<file path="src/rtl/bist_pkg.sv">
// bist_pkg: shared state enum, March C- element table and op descriptor for the BIST sequencer
package bist_pkg;

    typedef enum logic [1:0] {IDLE, RUN, DONE} state_t;

    localparam int NUM_ELEM = 6;

    // Per-element properties, bit e describes element Ee
    localparam logic [NUM_ELEM-1:0] ELEM_DOWN   = 6'b011000;
    localparam logic [NUM_ELEM-1:0] ELEM_TWO_OP = 6'b011110;
    localparam logic [NUM_ELEM-1:0] OP0_READ    = 6'b111110;
    localparam logic [NUM_ELEM-1:0] OP0_POL     = 6'b010100;

    typedef struct packed {
        logic is_read;
        logic pol;
        logic down;
        logic last_op;
    } elem_op_t;

endpackage

</file>
<file path="src/rtl/march_elem_rom.sv">
// march_elem_rom: combinational lookup of (element, op) to read/write, polarity, direction and last-op flag
module march_elem_rom
    import bist_pkg::*;
(
    input  logic [2:0] i_elem,
    input  logic       i_op,
    output elem_op_t   o_info
);

    // The second op of every two-op element is a write of the inverted background
    always_comb begin
        o_info.is_read = ~i_op & OP0_READ[i_elem];
        o_info.pol     = i_op ? ~OP0_POL[i_elem] : OP0_POL[i_elem];
        o_info.down    = ELEM_DOWN[i_elem];
        o_info.last_op = i_op | ~ELEM_TWO_OP[i_elem];
    end

endmodule

</file>
<file path="src/rtl/march_bist_ctrl.sv">
// march_bist_ctrl: March C- memory BIST sequencer with start/done/fail handshake (BIST_DIAG_EN adds fail_addr/fail_elem)
module march_bist_ctrl
    import bist_pkg::*;
#(
    parameter int data_width = 4,
    parameter int ad_width   = 4
) (
    input  logic                  clk,
    input  logic                  rst,
    input  logic                  start,
    output logic [ad_width-1:0]   mem_addr,
    output logic [data_width-1:0] mem_wdata,
    output logic                  mem_we,
    output logic                  mem_re,
    input  logic [data_width-1:0] mem_rdata,
`ifdef BIST_DIAG_EN
    output logic [ad_width-1:0]   fail_addr,
    output logic [2:0]            fail_elem,
`endif
    output logic                  done,
    output logic                  fail
);

    state_t                r_state;
    logic [2:0]            r_elem;
    logic                  r_op;
    logic [ad_width-1:0]   r_addr;
    logic                  r_fin;
    logic [ad_width-1:0]   r_mem_addr;
    logic [data_width-1:0] r_mem_wdata;
    logic                  r_mem_we;
    logic                  r_mem_re;
    logic                  r_done;
    logic                  r_fail;
    logic                  r_vld;
    logic [data_width-1:0] r_exp;
`ifdef BIST_DIAG_EN
    logic [2:0]            r_iss_elem;
    logic [ad_width-1:0]   r_cmp_addr;
    logic [2:0]            r_cmp_elem;
    logic [ad_width-1:0]   r_fail_addr;
    logic [2:0]            r_fail_elem;
`endif

    elem_op_t   w_info;
    logic [2:0] w_next_elem;
    logic       w_addr_end;
    logic       w_mismatch;
    logic       w_issue;

    march_elem_rom u_rom (
        .i_elem (r_elem),
        .i_op   (r_op),
        .o_info (w_info)
    );

    // Element boundary, compare result and whether an op goes out this edge
    always_comb begin
        w_next_elem = r_elem + 3'd1;
        w_addr_end  = w_info.down ? (r_addr == '0) : (r_addr == '1);
        w_mismatch  = (r_state == RUN) && r_vld && (mem_rdata != r_exp);
        w_issue     = (r_state == RUN) ? !r_fin : start;
    end

    // Sequencer: issues one op per cycle, compares reads two edges later, drains after the last op
    always_ff @(posedge clk or posedge rst) begin
        if (rst) begin
            r_state     <= IDLE;
            r_elem      <= '0;
            r_op        <= 1'b0;
            r_addr      <= '0;
            r_fin       <= 1'b0;
            r_mem_addr  <= '0;
            r_mem_wdata <= '0;
            r_mem_we    <= 1'b0;
            r_mem_re    <= 1'b0;
            r_done      <= 1'b0;
            r_fail      <= 1'b0;
            r_vld       <= 1'b0;
            r_exp       <= '0;
`ifdef BIST_DIAG_EN
            r_iss_elem  <= '0;
            r_cmp_addr  <= '0;
            r_cmp_elem  <= '0;
            r_fail_addr <= '0;
            r_fail_elem <= '0;
`endif
        end else begin
            r_vld <= r_mem_re;
            r_exp <= r_mem_wdata;
`ifdef BIST_DIAG_EN
            r_cmp_addr <= r_mem_addr;
            r_cmp_elem <= r_iss_elem;
`endif
            if (w_mismatch) begin
                r_state  <= DONE;
                r_done   <= 1'b1;
                r_fail   <= 1'b1;
                r_mem_we <= 1'b0;
                r_mem_re <= 1'b0;
                r_elem   <= '0;
                r_op     <= 1'b0;
                r_addr   <= '0;
                r_fin    <= 1'b0;
`ifdef BIST_DIAG_EN
                r_fail_addr <= r_cmp_addr;
                r_fail_elem <= r_cmp_elem;
`endif
            end else if (r_state == RUN && r_fin) begin
                r_mem_we <= 1'b0;
                r_mem_re <= 1'b0;
                if (r_vld && !r_mem_re) begin
                    r_state <= DONE;
                    r_done  <= 1'b1;
                    r_fin   <= 1'b0;
                end
            end else if (w_issue) begin
                r_state     <= RUN;
                r_done      <= 1'b0;
                r_fail      <= 1'b0;
                r_mem_addr  <= r_addr;
                r_mem_wdata <= {data_width{w_info.pol}};
                r_mem_we    <= ~w_info.is_read;
                r_mem_re    <= w_info.is_read;
`ifdef BIST_DIAG_EN
                r_iss_elem  <= r_elem;
                if (r_state != RUN) begin
                    r_fail_addr <= '0;
                    r_fail_elem <= '0;
                end
`endif
                if (!w_info.last_op) begin
                    r_op <= 1'b1;
                end else begin
                    r_op <= 1'b0;
                    if (!w_addr_end) begin
                        r_addr <= w_info.down ? r_addr - ad_width'(1) : r_addr + ad_width'(1);
                    end else if (r_elem == 3'(NUM_ELEM - 1)) begin
                        r_elem <= '0;
                        r_addr <= '0;
                        r_fin  <= 1'b1;
                    end else begin
                        r_elem <= w_next_elem;
                        r_addr <= ELEM_DOWN[w_next_elem] ? '1 : '0;
                    end
                end
            end
        end
    end

    assign mem_addr  = r_mem_addr;
    assign mem_wdata = r_mem_wdata;
    assign mem_we    = r_mem_we;
    assign mem_re    = r_mem_re;
    assign done      = r_done;
    assign fail      = r_fail;
`ifdef BIST_DIAG_EN
    assign fail_addr = r_fail_addr;
    assign fail_elem = r_fail_elem;
`endif

endmodule
</file>
<file path="config.mk">
export PLATFORM = sky130hd
export DESIGN_NAME = march_bist_ctrl
export DESIGN_NICKNAME = d
export VERILOG_FILES = /design/src/rtl/bist_pkg.sv /design/src/rtl/march_elem_rom.sv /design/src/rtl/march_bist_ctrl.sv
export SDC_FILE = /design/constraint.sdc
export NUM_CORES = 1
export LEC_CHECK = 0
export CAP_MARGIN = 15
export CORE_ASPECT_RATIO = 0.6
export CORE_UTILIZATION = 37
export CTS_CLUSTER_SIZE = 40
export DETAILED_ROUTE_END_ITERATION = 10
export PLACE_DENSITY = 0.57
export SLEW_MARGIN = 10
export SYNTH_ARGS = -nofsm -noshare
export SYNTH_HDL_FRONTEND = slang
export SYNTH_SLANG_ARGS = --single-unit
</file>
<file path="constraint.sdc">
create_clock -name clk -period 2.71 [get_ports clk]
set_clock_uncertainty 0.2 [all_clocks]
set_input_delay 0.542 -clock clk [delete_from_list [all_inputs] [get_ports clk]]
set_output_delay 0.542 -clock clk [all_outputs]
set_load 0.02 [all_outputs]
</file>
==> results of run 1 <==
## registers in the layout (all words and copies together) (netlist names)
| signal | count |
|---|---|
| r_op | 1 |
| r_exp | 1 |
| mem_wdata | 1 |
| r_addr | 4 |
| mem_re | 1 |
| r_elem | 3 |
| r_fin | 1 |
| r_state | 2 |
| r_vld | 1 |
| mem_we | 1 |
| fail | 1 |
| mem_addr | 4 |
| done | 1 |
## power by group through the flow
stage / logic [mW] / registers, mW / clock network [mW]
6_report: 1.12 / 0.611 / 0.245
5_1_grt: 1.25 / 0.637 / 0.265
4_1_cts: 1.13 / 0.610 / 0.247
3_5_place_dp: 1.12 / 0.611 / 0
3_3_place_gp: 1.11 / 0.611 / 0
2_1_floorplan: 0.745 / 0.640 / 0
## metrics by stage
step	hold WS (ns)	instance area [um2]	cells	power, mW	utilization
4_1_cts	0.297	1520	189	1.99	0.507
3_3_place_gp	0.268	1470	185	1.72	0.488
2_1_floorplan	0.258	1220	124	1.38	-
5_1_grt	0.312	1520	189	2.15	0.507
3_5_place_dp	0.271	1470	185	1.73	0.488
6_report	0.283	1520	189	1.98	0.507
## final cells by class
type	instances	share of cell area
clock buffer	4	0.0362
multi-input combinational	87	0.390
timing repair buffer	26	0.158
inverter	8	0.0197
tap	42	0.0345
sequential	22	0.362
## final timing paths
| check | from | end | cells past startpoint |
|---|---|---|---|
| max | r_elem[0]$_DFFE_PP0P_ | r_addr[3]$_DFFE_PP0P_ | 8 |
| min | mem_wdata[0]$_DFFE_PP0P_ | r_exp[0]$_DFF_PP0_ | 0 |
| max reg2reg | r_elem[0]$_DFFE_PP0P_ | r_addr[3]$_DFFE_PP0P_ | 8 |
| min reg2reg | mem_wdata[0]$_DFFE_PP0P_ | r_exp[0]$_DFF_PP0_ | 0 |
| max in group asynchronous | rst | mem_addr[3]$_DFFE_PP0P_ | 3 |
| min in group asynchronous | rst | mem_addr[1]$_DFFE_PP0P_ | 3 |
## worst reg2reg max path, cell delays in order, from the launching register on
cell and delay, ns:
dfrtp_1 0.41, or2b_1 0.27, nand2_1 0.16, ha_1 0.26, a21o_1 0.18, a21oi_1 0.29, a21o_1 0.17, o211ai_1 0.08
a221o_2 0.35
## logic make-up after synthesis
logic type / synth area share
AO/OA/AOI/OAI: 0.191
XOR/XNOR: 0.0215
adder cells (fa/ha/maj): 0.0368
buffers and inverters: 0.0645
flip-flops: 0.450
multiplexers: 0.0624
AND/OR/NAND/NOR: 0.173
## layer usage
| metal | vias up | routed length, um |
|---|---|---|
| li1 | 481 | - |
| met1 | 468 | 1540 |
| met2 | 34 | 1090 |
| met3 | 2 | 145 |
| met4 | 0 | 8 |
| met5 | - | 0 |
## placed cells by master, fill, tap and decap left out, types with 3 or more instances in the layout
cell,synthesis,final
a211oi_1,3,3
a21oi_1,6,6
buf_4,3,8
clkbuf_8,1,4
clkdlybuf4s50_1,0,18
dfrtp_1,22,22
inv_1,8,8
mux2i_1,4,4
nand2_1,7,7
nand3_1,3,3
nor2_1,10,10
o21ai_0,13,13
xnor2_1,3,3
==> run_results.csv, run 1 <==
group,metric,value,unit
outcome,outcome,"finished, final reports clean",
floorplanning,pin_count,19,
clocking,clk_latency,0.27,ns
drt,ant_nets,0,
setup_path,cp_max_fo,4,
clocking,cts.path.max_buffers,2,
drt,route.vias.total,985,
power_and_ir_drop,powerDensity,1300,mW/mm2
global_routing,grt_antenna_before_repair,0,
setup_path,crit_type,"flip-flop to flip-flop",
timing,period_share,0.917,
global_routing,met3_usage,0.0515,
setup_path,cpMostUsedCell,"a21o_1",
setup_path,crit_required,2.67,ns
yosys,synth_seq_area_share,0.450,
yosys,async_reset_ff_frac,1.00,
global_routing,grt_use_total,0.186,
power_and_ir_drop,pwr-share-comb,0.568,
timing,max-slew-margin-rel,0.501,
yosys,synth.most_common_cell,"dfrtp_1",
timing,finalSetupViolCount,0,
power_and_ir_drop,p_int,1.13,mW
timing,hold_viol_final,0,
place,dpl_worst_slack,0.0858,ns
setup_path,cp.arrival,2.45,ns
clocking,tritoncts,"yes",
drt,routed_via_density,5.21,
power_and_ir_drop,p_sw,0.846,mW
setup_path,path_buf_inv,0,
setup_path,crit_chain,"or2b_1 > nand2_1 > ha_1 > a21o_1 > a21oi_1 > a21o_1 > o211ai_1 > a221o_2",
clocking,cts_resized,0,
place,io_buffers,18,
yosys,ys.flop_type,"dfrtp_1",
yosys,netlist_area,0.00122,mm2
yosys,syn_area_per_cell,9.86,um2
finish,drive_above_1_share,0.143,
floorplanning,die_x,76.2,um
place,place.gp.congestion,0.776,
finish,multi_input_area,593,um2
finish,register_area,551,um2
power_and_ir_drop,p_sw_frac,0.427,
yosys,yosysTopAreaCellShare,0.450,
global_routing,grt-ovfl-total,0,
setup_path,start_kind,"flip-flop",
timing,worst_pin_slew,0.744,ns
yosys,syn_inst,124,
global_routing,grtUsageMet2,0.259,
drt,drtPass1Iterations,4,
yosys,ys_warn_count,0,
hold_path,min_path_type,"flip-flop to flip-flop",
timing,fin_ws,0.225,ns
drt,route.detailed.drc,0,
yosys,yosysTopAreaCell,"dfrtp_1",
power_and_ir_drop,worst_ir_drop_vdd,0.627,mV
yosys,yosysUniqueCellTypes,45,
finish,syn2layout_area_growth,24.5,%
yosys,syn-num-nets,134,
job,drv_cap,0,
clocking,htreeDepth,1,
finish,fill_cells,293,
finish,final_nets,158,
power_and_ir_drop,pwr-share-clk,0.124,
setup_path,crit_path_end_kind,"flip-flop",
finish,num_antenna_cells,0,
clocking,clkSlewWorstSetupHoldPaths,0.09,ns
floorplanning,die_area,0.00355,mm2
global_routing,grt_pass1_wl,4.86,mm
timing,setup_tns,0,ns
global_routing,grt_max_degree,23,
global_routing,grt_pass1_vias,973,
drt,wl_per_cell,14.7,um
floorplanning,die_h,46.5,um
clocking,root_buffer,"clkbuf_8",
timing,max_freq,402,MHz
drt,drt-initial-drc-count,30,
drt,finalWirelength,2.78,mm
place,dpl.hpwl,2.11,mm
floorplanning,coreArea,0.00300,mm2
power_and_ir_drop,seqPwrFrac,0.309,
yosys,yosys_register_bits,22,
clocking,cts_buffers,3,
timing,period_needed,2.49,ns
clocking,postCtsSetupRepairBufs,0,
global_routing,top_usage_layer,"met1",
clocking,cts_hold_buf,0,
setup_path,slowest_delay,0.41,ns
timing,report.final.slew_viol_count,0,
setup_path,regToRegSetupSlack,0.22,ns
timing,rsz0062_at_grt,"no",
yosys,synth_edf_count,0,
floorplanning,rows,15,
yosys,synth_commonest_cells,"dfrtp_1 (22), o21ai_0 (13), nor2_1 (10)",
setup_path,slowest_stage,"dfrtp_1",
clocking,clock_sinks,22,
global_routing,grt_use_met1,0.279,
power_and_ir_drop,leakagePower,0.668,nW
floorplanning,initial_utilization,0.407,
yosys,synth_top_cells_by_area,"dfrtp_1 (45%), o21ai_0 (5.3%), mux2i_1 (3.3%)",
setup_path,cpLargestDelayFamily,"compound AO/OA/AOI/OAI gates",
Power figures use the tool's default switching activity.
==> inputs of run 2 (changes only) <==
CORE_MARGIN = 10   (was unset)
CORE_UTILIZATION = 45   (was 37)
PLACE_DENSITY = 0.68   (was 0.57)
clock period = 2.6 ns   (was 2.71 ns; I/O delays follow)
==> run_results.csv, run 2 (same netlist as run 1, synthesis figures left out) <==
group,metric,value,unit
hold_path,worstHoldPathCells,0,
place,place.gp.congestion,0.776,
setup_path,cp.arrival,2.33,ns
place,dpl_worst_slack,0.0711,ns
drt,route.vias.total,1018,
timing,rsz0062_at_grt,"no",
clocking,clk_latency,0.25,ns
setup_path,ff2ff_path_depth,8,
finish,fill_cells,209,
clocking,clkSlewWorstSetupHoldPaths,0.08,ns
timing,period_share,0.918,
place,dpl.hpwl,2.26,mm
timing,report.final.slew_viol_count,0,
setup_path,r2r-end,"r_addr[3]$_DFFE_PP0P_",
drt,drt-initial-drc-count,64,
floorplanning,coreArea,0.00256,mm2
timing,finalSetupViolCount,0,
clocking,cts_resized,0,
floorplanning,die_h,60.4,um
timing,period_needed,2.39,ns
place,dp.cells,179,
finish,final_cells,182,
timing,setup_tns,0,ns
floorplanning,die_area,0.00527,mm2
clocking,cts.path.max_buffers,2,
clocking,root_buffer,"clkbuf_8",
timing,fin_ws,0.213,ns
drt,routed_via_density,5.59,
setup_path,crit_type,"flip-flop to flip-flop",
finish,final_nets,162,
floorplanning,pin_count,19,
setup_path,start_kind,"flip-flop",
floorplanning,die_x,87.3,um
setup_path,crit_chain,"or2b_1 > nand2_1 > ha_1 > a21o_1 > a21oi_1 > a21o_1 > o211ai_1 > a221o_2",
power_and_ir_drop,worst_ir_drop_vdd,0.655,mV
hold_path,min_path_type,"flip-flop to flip-flop",
global_routing,grt_antenna_before_repair,0,
clocking,cts_buffers,3,
drt,route.detailed.drc,0,
finish,num_antenna_cells,0,
outcome,outcome,"finished, final reports clean",
hold_path,hold-path-endpoint,"r_exp[0]$_DFF_PP0_",
clocking,tritoncts,"yes",
finish,syn2layout_area_growth,24.8,%
setup_path,setup.worst_path.start,"r_elem[0]$_DFFE_PP0P_",
global_routing,grt_max_degree,23,
clocking,cts_hold_buf,0,
setup_path,crit_required,2.54,ns
setup_path,slowest_stage,"dfrtp_1",
power_and_ir_drop,powerDensity,1340,mW/mm2
timing,holdWs,0.277,ns
drt,drtPass1Iterations,4,
setup_path,cpMostUsedCell,"a21o_1",
job,drv_cap,0,
place,io_buffers,18,
timing,worst_pin_slew,0.697,ns
timing,hold_viol_final,0,
setup_path,cp_max_fo,4,
setup_path,crit_path_end_kind,"flip-flop",
finish,final_common_cell,"dfrtp_1",
timing,max-slew-margin-rel,0.532,
hold_path,hold_start,"mem_wdata[0]$_DFFE_PP0P_",
global_routing,grt-ovfl-total,0,
finish,final_cell_mix,"dfrtp_1 (22), clkdlybuf4s50_1 (18), o21ai_0 (13)",
clocking,clock_sinks,22,
floorplanning,initial_utilization,0.478,
drt,wl_per_cell,15.8,um
setup_path,r2r_start,"r_elem[0]$_DFFE_PP0P_",
setup_path,regToRegSetupSlack,0.21,ns
clocking,postCtsSetupRepairBufs,0,
global_routing,grt_pass1_wl,5.14,mm
power_and_ir_drop,leakagePower,0.682,nW
clocking,htreeDepth,1,
global_routing,grt_pass1_vias,1051,
timing,max_freq,419,MHz
floorplanning,rows,14,
drt,finalWirelength,2.88,mm
drt,ant_nets,0,
global_routing,grt_use_total,0.124,
finish,drive_above_1_share,0.160,
setup_path,slowest_delay,0.40,ns
==> run 2: cell count changes in the layout (fill, tap and decap cells not counted) <==
cell	change
buf_4	+4
clkbuf_8	-1
==> run 2: area by class of cell <==
cell class / count / area, um2 / area share
Multi-Input combinational cell: 87 / 593 / 0.389
Inverter: 8 / 30.0 / 0.0197
Sequential cell: 22 / 551 / 0.361
Clock buffer: 3 / 41.3 / 0.0271
Timing Repair Buffer: 30 / 270 / 0.177
Tap cell: 32 / 40.0 / 0.0263
==> run 2: where the power goes <==
| part | internal [mW] | leakage (nW) | switching [mW] |
|---|---|---|---|
| clock network | 0.103 | 0.0216 | 0.101 |
| registers | 0.495 | 0.278 | 0.130 |
| logic | 0.572 | 0.382 | 0.639 |
==> run 2: critical path: cells and delay by family (launching register included) <==
family                     cells  cell delay, ns
DFF                            1            0.40
AOI/OAI and AO/OA              5            1.08
and+or+nand+nor                2            0.38
adders and majority gates      1            0.23
==> run 2: metal layers <==
metal	up-vias	routed length, um	GRT usage
met1	492	1430	0.168
li1	495	-	-
met2	29	1240	0.182
met3	2	187	0.0468
met5	-	0	0
met4	0	14	0.0271
==> run 2: how the worst max path moves through the flow <==
stage	end	slack, ns	cells past startpoint
floorplan	r_addr[3]$_DFFE_PP0P_	0.23	9
global placement	mem_addr[2]$_DFFE_PP0P_	0.13	6
detailed placement	mem_addr[2]$_DFFE_PP0P_	0.07	6
CTS	r_addr[3]$_DFFE_PP0P_	0.22	8
global route	r_addr[3]$_DFFE_PP0P_	0.08	8
finish	r_addr[3]$_DFFE_PP0P_	0.21	8
==> run 2: through the flow <==
step	total power, mW	utilization	instance area [um2]
floorplan	1.44	-	1220
global placement	1.80	0.580	1480
global route	2.24	0.596	1530
detailed placement	1.84	0.580	1480
CTS	2.05	0.596	1530
finish	2.04	0.596	1530
